===== config.mk =====
export PLATFORM = sky130hd
export DESIGN_NAME = i2cs_reg_bank
export DESIGN_NICKNAME = d
export VERILOG_FILES = /design/src/rtl/i2cs_reg_bank.sv
export SDC_FILE = /design/constraint.sdc
export NUM_CORES = 1
export LEC_CHECK = 0
export CAP_MARGIN = 15
export CORE_MARGIN = 5
export CORE_UTILIZATION = 45
export DETAILED_ROUTE_END_ITERATION = 8
export GPL_TIMING_DRIVEN = 0
export PLACE_DENSITY = 0.67
export SLEW_MARGIN = 30
export SYNTH_ARGS = -nofsm -noshare
export SYNTH_HDL_FRONTEND = slang
export SYNTH_SLANG_ARGS = --single-unit

===== constraint.sdc =====
create_clock -name i2cs_clk -period 2.1 [get_ports i2cs_clk]
set_input_delay 0.21 -clock i2cs_clk [delete_from_list [all_inputs] [get_ports i2cs_clk]]
set_output_delay 0.21 -clock i2cs_clk [all_outputs]
set_load 0.05 [all_outputs]

===== src/rtl/i2cs_reg_bank.sv =====
`default_nettype none
// +----------------------------------------------------------------------------+
// | Module   : i2cs_reg_bank                                                   |
// | Brief    : Slave-domain shadow/active register bank fed by the I2C master  |
// |            CDC write stream. Shadow writes become active on a commit       |
// |            (hardware pulse or control write) or immediately in imm mode.   |
// | Revision : 1.0 - initial release                                           |
// +----------------------------------------------------------------------------+
module i2cs_reg_bank #(
  parameter int         REG_NUM   = 16,
  parameter logic [7:0] BASE_ADDR = 8'h00,
  parameter logic [7:0] CTRL_ADDR = 8'hFF,
  parameter logic [7:0] RST_VAL   = 8'h00
) (
  input  logic                 i2cs_clk,
  input  logic                 i2cs_rst_n,
  input  logic [7:0]           i_i2cm_wr_addr,
  input  logic [7:0]           i_i2cm_wr_data,
  input  logic                 i_i2cm_wr_en,
  input  logic                 i_commit,
  input  logic [7:0]           i_reg_rd_addr,
  input  logic                 i_err_clr,
  output logic [7:0]           o_reg_rd_data,
  output logic [REG_NUM*8-1:0] o_reg_active,
  output logic                 o_pend,
  output logic                 o_commit_done,
  output logic                 o_addr_err,
  output logic [7:0]           o_wr_cnt
);

  localparam int         c_IDX_W   = (REG_NUM > 1) ? $clog2(REG_NUM) : 1;
  localparam logic [7:0] c_REG_NUM = 8'(REG_NUM);

  typedef enum logic [1:0] {
    ST_IDLE   = 2'd0,
    ST_PEND   = 2'd1,
    ST_COMMIT = 2'd2
  } state_t;

  state_t state_q, state_d;

  logic [7:0] shadow_q [REG_NUM];
  logic [7:0] shadow_d [REG_NUM];
  logic [7:0] active_q [REG_NUM];
  logic [7:0] active_d [REG_NUM];
  logic       imm_q, imm_d;
  logic       addr_err_q, addr_err_d;
  logic [7:0] wr_cnt_q, wr_cnt_d;
  logic [7:0] rd_data_q, rd_data_d;

  // Decode: the 8-bit offset wraps, so addresses below BASE_ADDR land out of range.
  logic [7:0]         w_wr_off;
  logic [c_IDX_W-1:0] w_wr_idx;
  logic               w_wr_hit;
  logic               w_ctrl_wr;
  logic               w_data_wr;
  logic               w_miss_wr;
  logic               w_commit_req;
  logic [7:0]         w_rd_off;
  logic [c_IDX_W-1:0] w_rd_idx;

  assign w_wr_off     = i_i2cm_wr_addr - BASE_ADDR;
  assign w_wr_idx     = w_wr_off[c_IDX_W-1:0];
  assign w_wr_hit     = (w_wr_off < c_REG_NUM);
  assign w_data_wr    = i_i2cm_wr_en && w_wr_hit;
  assign w_ctrl_wr    = i_i2cm_wr_en && !w_wr_hit && (i_i2cm_wr_addr == CTRL_ADDR);
  assign w_miss_wr    = i_i2cm_wr_en && !w_wr_hit && (i_i2cm_wr_addr != CTRL_ADDR);
  assign w_commit_req = i_commit || (w_ctrl_wr && i_i2cm_wr_data[1]);
  assign w_rd_off     = i_reg_rd_addr - BASE_ADDR;
  assign w_rd_idx     = w_rd_off[c_IDX_W-1:0];

  // Commit FSM next state; a write inside COMMIT re-arms PEND for the next copy.
  always_comb begin
    state_d = state_q;
    case (state_q)
      ST_IDLE:   if (w_data_wr && !imm_q) state_d = ST_PEND;
      ST_PEND:   if (w_commit_req)        state_d = ST_COMMIT;
      ST_COMMIT: state_d = (w_data_wr && !imm_q) ? ST_PEND : ST_IDLE;
      default:   state_d = ST_IDLE;
    endcase
  end

  // Register-file next state: commit copies pre-write shadow, immediate write overrides.
  always_comb begin
    for (int k = 0; k < REG_NUM; k++) begin
      shadow_d[k] = shadow_q[k];
      active_d[k] = state_q == ST_COMMIT ? shadow_q[k] : active_q[k];
    end
    imm_d      = imm_q;
    addr_err_d = addr_err_q;
    wr_cnt_d   = wr_cnt_q;
    if (w_data_wr) begin
      shadow_d[w_wr_idx] = i_i2cm_wr_data;
      if (imm_q) active_d[w_wr_idx] = i_i2cm_wr_data;
      wr_cnt_d = wr_cnt_q + 8'd1;
    end
    if (w_ctrl_wr) imm_d = i_i2cm_wr_data[0];
    if (w_miss_wr)      addr_err_d = 1'b1;
    else if (i_err_clr) addr_err_d = 1'b0;
  end

  // Read mux, registered on the next edge.
  always_comb begin
    rd_data_d = 8'h00;
    if (w_rd_off < c_REG_NUM)          rd_data_d = active_q[w_rd_idx];
    else if (i_reg_rd_addr == CTRL_ADDR) rd_data_d = {6'b0, o_pend, imm_q};
  end

  // State and storage registers; reset abandons any in-flight commit.
  always_ff @(posedge i2cs_clk or negedge i2cs_rst_n) begin
    if (!i2cs_rst_n) begin
      state_q    <= ST_IDLE;
      imm_q      <= 1'b0;
      addr_err_q <= 1'b0;
      wr_cnt_q   <= 8'h00;
      rd_data_q  <= 8'h00;
      for (int k = 0; k < REG_NUM; k++) begin
        shadow_q[k] <= RST_VAL;
        active_q[k] <= RST_VAL;
      end
    end else begin
      state_q    <= state_d;
      imm_q      <= imm_d;
      addr_err_q <= addr_err_d;
      wr_cnt_q   <= wr_cnt_d;
      rd_data_q  <= rd_data_d;
      for (int k = 0; k < REG_NUM; k++) begin
        shadow_q[k] <= shadow_d[k];
        active_q[k] <= active_d[k];
      end
    end
  end

  generate
    for (genvar k = 0; k < REG_NUM; k++) begin : g_active_bus
      assign o_reg_active[8*k +: 8] = active_q[k];
    end
  endgenerate

  // Pending is PEND state only: a COMMIT without a fresh write drains to IDLE.
  assign o_pend        = (state_q == ST_PEND);
  assign o_commit_done = (state_q == ST_COMMIT);
  assign o_addr_err    = addr_err_q;
  assign o_wr_cnt      = wr_cnt_q;
  assign o_reg_rd_data = rd_data_q;

endmodule
`default_nettype wire


=== Yosys cells after proc, flatten, opt, wreduce, memory -nomap -nowiden ===
Cells that the tools add are included.

* Register bits after elaboration: 276

* Add/subtract/negate cells: 1
* Magnitude comparators: 5
* Eq/ne operators: 7
* Mux-type cells: 33
* Bitwise logic cells: 2
* Reductions and logical operators: 13

{| class="wikitable"
|+ Operators by type and width
! operator !! count
|-
| 128-bit bitwise mux || 2
|-
| 128-bit two-way mux || 2
|-
| 8-bit two-way mux || 20
|-
| 8-bit binary-select mux with 4-bit select || 1
|-
| 8-bit demux with 4-bit select || 1
|-
| 8-bit == test, second input constant || 2
|-
| 8-bit by 5-bit < comparator with 1-bit output, second input constant || 2
|-
| 5-bit greater-or-equal comparator, second input constant || 2
|-
| 4-bit inverter with 5-bit output || 2
|-
| 8-bit by 1-bit adder with 8-bit output, second input constant || 1
|-
| 8-bit inequality test, second input constant || 1
|-
| 1-bit logical AND || 7
|-
| 2-bit two-way mux || 3
|-
| 2-bit case mux with 3 select lines || 1
|-
| 5-bit by 1-bit < comparator with 1-bit output, second input constant || 1
|-
| 1-bit two-way mux || 3
|-
| 2-bit by 1-bit == test with 1-bit output, second input constant || 1
|-
| 2-bit == test, second input constant || 1
|-
| 1-bit logical NOT || 2
|-
| 2-bit logical NOT || 1
|-
| 2-bit by 1-bit inequality test with 1-bit output, second input constant || 1
|-
| 2-bit inequality test, second input constant || 1
|-
| 2-bit AND reduction || 1
|-
| 2-bit nonzero test || 1
|-
| 1-bit logical OR || 1
|}

=== Longest topological paths before layout ===
* Word-level depth: 8
* Depth in mapped cells: 7
* Depth with buffers taken out: 4

=== Worst setup path after synthesis ===
OpenSTA, ideal clock, no wires.

* Kind: input -> register
* Start point: input port i_i2cm_wr_addr[7]
* End point: register shadow_q[40] in the netlist's numbering
* Library setup time: 0.125 ns
* Arrival: 1.788 ns
* Required time: 1.975 ns
* Path slack: 0.188 ns
* Stages on the path: 6
* Buffers on the path: 2
* Path through: or4_1 > buf_2 > nor3_2 > and3_1 > buf_4 > mux2_2

* Word-level cells in the longest chain between the ends: 2

{| class="wikitable"
|+ Ends and longest elaborated chain
! what !! RTL line !! source
|-
| start, declared || 17 || <nowiki>input logic [7:0] i_i2cm_wr_addr,</nowiki>
|-
| 8-bit by 5-bit < comparator with 1-bit output || 64 || <nowiki>assign w_wr_hit = (w_wr_off < c_REG_NUM);</nowiki>
|-
| 1-bit logical AND || 65 || <nowiki>assign w_data_wr = i_i2cm_wr_en && w_wr_hit;</nowiki>
|-
| end signal, assigned by index || 128 || <nowiki>shadow_q[k] <= shadow_d[k];</nowiki>
|-
| end, declared || 42 || <nowiki>logic [7:0] shadow_q [REG_NUM];</nowiki>
|}

Every way passes these cells.
A chain may end at the register's enable or synchronous reset.

=== Worst setup path in the final report ===
* Start point: input port i_i2cm_wr_addr[0]
* End point: register state_q[0]

* Word-level cells in the longest chain between the ends: 8
* Elaborated cells between the ends (all ways): 14
* Those cells by class: order compare: 1; eq/ne: 3; mux: 2; reduce/logical: 8

{| class="wikitable"
|+ Ends and longest elaborated chain
! what !! RTL line !! source
|-
| 8-bit by 5-bit < comparator with 1-bit output || 64 ||
|-
| 1-bit logical NOT || 66 || <nowiki>assign w_ctrl_wr = i_i2cm_wr_en && !w_wr_hit && (i_i2cm_wr_addr == CTRL_ADDR);</nowiki>
|-
| 1-bit logical AND (2 in series) || 66 ||
|-
| 1-bit logical AND || 68 || <nowiki>assign w_commit_req = i_commit || (w_ctrl_wr && i_i2cm_wr_data[1]);</nowiki>
|-
| 1-bit logical OR || 68 ||
|-
| 2-bit by 1-bit inequality test with 1-bit output (no source line) || - ||
|-
| 2-bit AND reduction (no source line) || - ||
|-
| end signal, assigned || 122 || <nowiki>state_q <= state_d;</nowiki>
|-
| end, declared || 40 || <nowiki>state_t state_q, state_d;</nowiki>
|}

Parallel ways exist; a longest one is shown, timed or not.

==> results.md <==
- Required arrival time at the worst endpoint: between 2 and 3 ns
- Total placed instance area: 0.01524 mm^2
- Number of sinks driven by the clock tree: 276
- Complex-gate fraction of the synthesized area: 0.03791
- Yosys warning count: 0
- TritonCTS clock tree: yes
- Worst supply voltage drop on vdd: roughly 0.63 mV
- Initial antenna violation count: 0
- Total power per unit cell area: 1005 mW/mm^2
- Nets: roughly 1.2k
- Multiplexer area fraction after synthesis: 0.3258
- Measured slew at the worst slew-check pin: 1.030 ns
- Post-Synth XOR/XNOR Area: 0.004726
- Type of the setup path with the least slack: input port to flop
- Post-Synth Adder-Cell Area: 0.0009645
- Die outline area: between 0.03 and 0.04 mm^2
- Most area-consuming cells after synthesis: sky130_fd_sc_hd__dfrtp_1 53%, sky130_fd_sc_hd__mux2_2 20%, sky130_fd_sc_hd__mux2i_1 7.4%, sky130_fd_sc_hd__mux4_2 5.2%, sky130_fd_sc_hd__nor3_1 3.1%
- Status: finished with violations
- Number of remaining DRC errors: 0
- Leading area contributor after synthesis: sky130_fd_sc_hd__dfrtp_1
- Num rows: 62
- Worst min-delay path category: input port to asynchronous set/reset pin
- Number of nets with antenna violations after detailed routing: 0
- Via count of the first global-routing pass: 9745
- Netlist Area Pre-Place: ~0.013 mm^2
- Post-synthesis register bit count: around 280
- Max H-tree Level: 1
- Maximum number of pins on one net before global-route repair: 87
- Detail-routed net length per standard cell: around 27 um
- Violated checks: negative setup slack
- Estimated wirelength of the detail-placed design: 30200 um
- Area share of the largest cell type after synthesis: 0.5324
- Post-synthesis instance total: roughly 970
- Arrival time at the worst endpoint: between 2 and 3 ns
- Layout Skew: between 0.01 and 0.015 ns
- Die X-Extent: ~180 um
- Largest incremental delay on the critical path: 0.83 ns
- Fraction of layout instances using a drive strength above 1: 0.3116
- Core area: about 0.029 mm^2
- Summed area of non-filler cells in the final layout: around 0.016 mm^2
- Nets in the synthesized netlist: between 1k and 1.5k
- Final count of negative-setup-slack endpoints: 1
- Cells after DPL: around 1.5k
- Worst Setup Slack, final: -0.01985 ns
- Clock buffer depth: 3
- Area growth syn-to-layout: 26.84%
- Global-route wire length before repair: ~64000 um
- Synth cell types: 40
- Synth Area in Simple Gates: 0.07243
- PortBufs: between 150 and 200
- Post-route insts no fill: approximately 1.6k
- Vias per std cell: 5.923
- Weighted congestion reported at the end of routability-driven placement: ~0.93
- Reported leakage power: between 7 and 8 nW
- Effective utilization at floorplan: 0.4544
- Overflow left after global routing: 0
- Post-Route Hold Slack: ~0.16 ns
- Tmin final: around 2.1 ns
- Clock buffers created by TritonCTS: 29
- Setup repair after global routing missed its margin: yes
- Later-pin clock latency in the skew report: ~0.54 ns
- Number of vias after detailed routing: 9441
- Diodes inserted: 0
- Fraction of the core area covered by cells at the end of the flow: 0.5764
- Capturing element type of the critical path: flop
- Sequence of cells on the critical path: clkdlybuf4s50_1 -> inv_1 -> nor4_1 -> nand2_1 -> a31o_2
- Hold violation total from the final report: 0
- Number of I/O pins: roughly 180
- Combinational family with the most area after synthesis: multiplexers
- Crit path max fanout: 7
- Achievable clock frequency: approximately 470 MHz
- Sequential element share of the synthesized area: 0.5324
- Slew margin rel.: 0.3131
- Number of maximum-capacitance constraint violations: 0
- Starting DRT DRC Count: 910
- Post-route clock period utilization: 1.009
- GRT Overall Usage: 0.2626
- Die Y-Extent: ~180 um
- Total Wirelength: approximately 44000 um
- Detailed Routing Iterations Pass 1: 5
- Startpoint type of the worst setup path: input port
- Synthesized area divided by synthesized cell count: ~13 um^2
- Clock-pin slew of the registers on the worst-case setup and hold paths: ~0.06 ns
- Max-slew violation count: 0
- Clock root buffer: sky130_fd_sc_hd__clkbuf_16
- Worst path slowest cell: sky130_fd_sc_hd__nor4_1
## cells in the final DEF (no fill, tap or decap), types with 3 or more instances in the layout
cell	n
sky130_fd_sc_hd__a21oi_1	78
sky130_fd_sc_hd__and3_1	3
sky130_fd_sc_hd__mux4_2	30
sky130_fd_sc_hd__clkbuf_8	6
sky130_fd_sc_hd__clkbuf_2	10
sky130_fd_sc_hd__nand4_1	9
sky130_fd_sc_hd__nand3_1	13
sky130_fd_sc_hd__nor2_1	3
sky130_fd_sc_hd__nand2_1	7
sky130_fd_sc_hd__clkdlybuf4s50_1	164
sky130_fd_sc_hd__buf_16	3
sky130_fd_sc_hd__clkbuf_1	56
sky130_fd_sc_hd__inv_1	4
sky130_fd_sc_hd__nor3_4	6
sky130_fd_sc_hd__dlymetal6s2s_1	3
sky130_fd_sc_hd__buf_1	4
sky130_fd_sc_hd__nor2_4	5
sky130_fd_sc_hd__clkinv_2	3
sky130_fd_sc_hd__nand2_2	3
sky130_fd_sc_hd__or2_2	3
sky130_fd_sc_hd__nor3_1	81
sky130_fd_sc_hd__buf_12	6
sky130_fd_sc_hd__xnor2_1	6
sky130_fd_sc_hd__dfrtp_1	276
sky130_fd_sc_hd__mux2i_1	96
sky130_fd_sc_hd__o22ai_1	7
sky130_fd_sc_hd__buf_4	11
sky130_fd_sc_hd__mux2_2	230
sky130_fd_sc_hd__buf_8	3
sky130_fd_sc_hd__buf_2	12
sky130_fd_sc_hd__nand3_2	6
sky130_fd_sc_hd__nor2b_1	3
sky130_fd_sc_hd__nand2b_1	3
sky130_fd_sc_hd__clkbuf_16	29
## worst max-delay path, delay by kind of cell
| kind | cells | cell delay, ns |
|---|---|---|
| buffers and inverters | 2 | 1.03 |
| and+or+nand+nor | 2 | 1.03 |
| AOI/OAI and AO/OA | 1 | 0.29 |
## report_power, final
group,switching [mW],total (mW),internal [mW]
Clock,2.08,4.94,2.86
Combinational,3.14,4.87,1.73
Sequential,0.742,6.73,5.99
## cell usage after synthesis
cell type	n
sky130_fd_sc_hd__a21boi_0	1
sky130_fd_sc_hd__a21oi_1	78
sky130_fd_sc_hd__a31o_2	1
sky130_fd_sc_hd__and2_1	1
sky130_fd_sc_hd__and3_1	3
sky130_fd_sc_hd__buf_1	10
sky130_fd_sc_hd__buf_2	12
sky130_fd_sc_hd__buf_4	2
sky130_fd_sc_hd__clkbuf_1	55
sky130_fd_sc_hd__dfrtp_1	276
sky130_fd_sc_hd__ha_1	1
sky130_fd_sc_hd__inv_1	4
sky130_fd_sc_hd__mux2_2	230
sky130_fd_sc_hd__mux2i_1	96
sky130_fd_sc_hd__mux4_2	30
sky130_fd_sc_hd__nand2_1	7
sky130_fd_sc_hd__nand2_2	3
sky130_fd_sc_hd__nand2b_1	3
sky130_fd_sc_hd__nand3_1	14
sky130_fd_sc_hd__nand3_2	6
sky130_fd_sc_hd__nand3b_1	2
sky130_fd_sc_hd__nand4_1	9
sky130_fd_sc_hd__nor2_1	4
sky130_fd_sc_hd__nor2_2	5
sky130_fd_sc_hd__nor2b_1	5
sky130_fd_sc_hd__nor3_1	81
sky130_fd_sc_hd__nor3_2	4
sky130_fd_sc_hd__nor3_4	2
sky130_fd_sc_hd__nor4_1	2
sky130_fd_sc_hd__nor4_4	2
sky130_fd_sc_hd__o211ai_1	2
sky130_fd_sc_hd__o221ai_1	2
sky130_fd_sc_hd__o22ai_1	7
sky130_fd_sc_hd__o41ai_1	1
sky130_fd_sc_hd__or2_1	1
sky130_fd_sc_hd__or2_2	3
sky130_fd_sc_hd__or3_1	1
sky130_fd_sc_hd__or4_1	1
sky130_fd_sc_hd__xnor2_1	6
sky130_fd_sc_hd__xor2_1	1
## through the flow
stage / total power [mW] / setup TNS (ns) / worst slack [ns]
CTS: 16.56 / -8.794 / -0.3012
detailed placement: 11.67 / -159.62 / -0.9942
global route: 17.08 / -0.02116 / -0.02116
finish: 16.54 / -0.01985 / -0.01985
floorplan: 9.597 / 0 / 0.1877
global placement: 11.60 / -3245.41 / -11.22
## registers in the layout (all words and copies together) (netlist names)
name and count:
o_addr_err 1, o_reg_rd_data 8, shadow_q 128, imm_q 1
state_q 2, o_wr_cnt 8, o_reg_active 128
## kinds of logic after synthesis
family | Yosys count
multiplexers | 356
flip-flops | 276
AND/OR/NAND/NOR | 159
AO/OA/AOI/OAI | 92
buffers and inverters | 83
XOR/XNOR | 7
adder cells (fa/ha/maj) | 1
## path summary, 6_finish.rpt
| check | start | end | slack, ns | cells past startpoint |
|---|---|---|---|---|
| min reg2reg | o_wr_cnt[7] | o_wr_cnt[7] | 0.48 | 1 |
| min in group i2cs_clk | i_i2cm_wr_addr[7] | o_addr_err | 0.17 | 4 |
| min | i2cs_rst_n | o_reg_active[116] | 0.16 | 2 |
| max | i_i2cm_wr_addr[0] | state_q[0] | -0.02 | 5 |
| max in group asynchronous | i2cs_rst_n | o_reg_active[29] | 0.83 | 4 |
| max reg2reg | imm_q | o_reg_active[32] | 0.12 | 6 |
## cell type report
cell class	count	area, um^2
inverter	4	15.01
timing repair buffer	188	1983
clock buffer	46	849.6
clock inverter	4	45.04
tap	384	480.5
fill	2471	12090
sequential	276	6907
multi-input combinational	615	5812
buffer	77	362.8
## routing by layer
layer	GRT usage	up-vias	routed length [um]
met1	0.3619	4910	18090
li1	-	4021	-
met2	0.4230	424	20660
met5	0	-	0
met3	0.04244	86	3036
met4	0.09692	0	1796
## what timing repair did
action | 4_1_cts | 5_1_grt
setup endpoints to repair | 197 | 155
resized for setup | 31 | 30
buffers inserted | 9 | 5
pin swaps | 5 | 5
hold endpoints to repair | 107 | 0
hold buffers | 1 | 0
(Power assumes the default switching activity.)
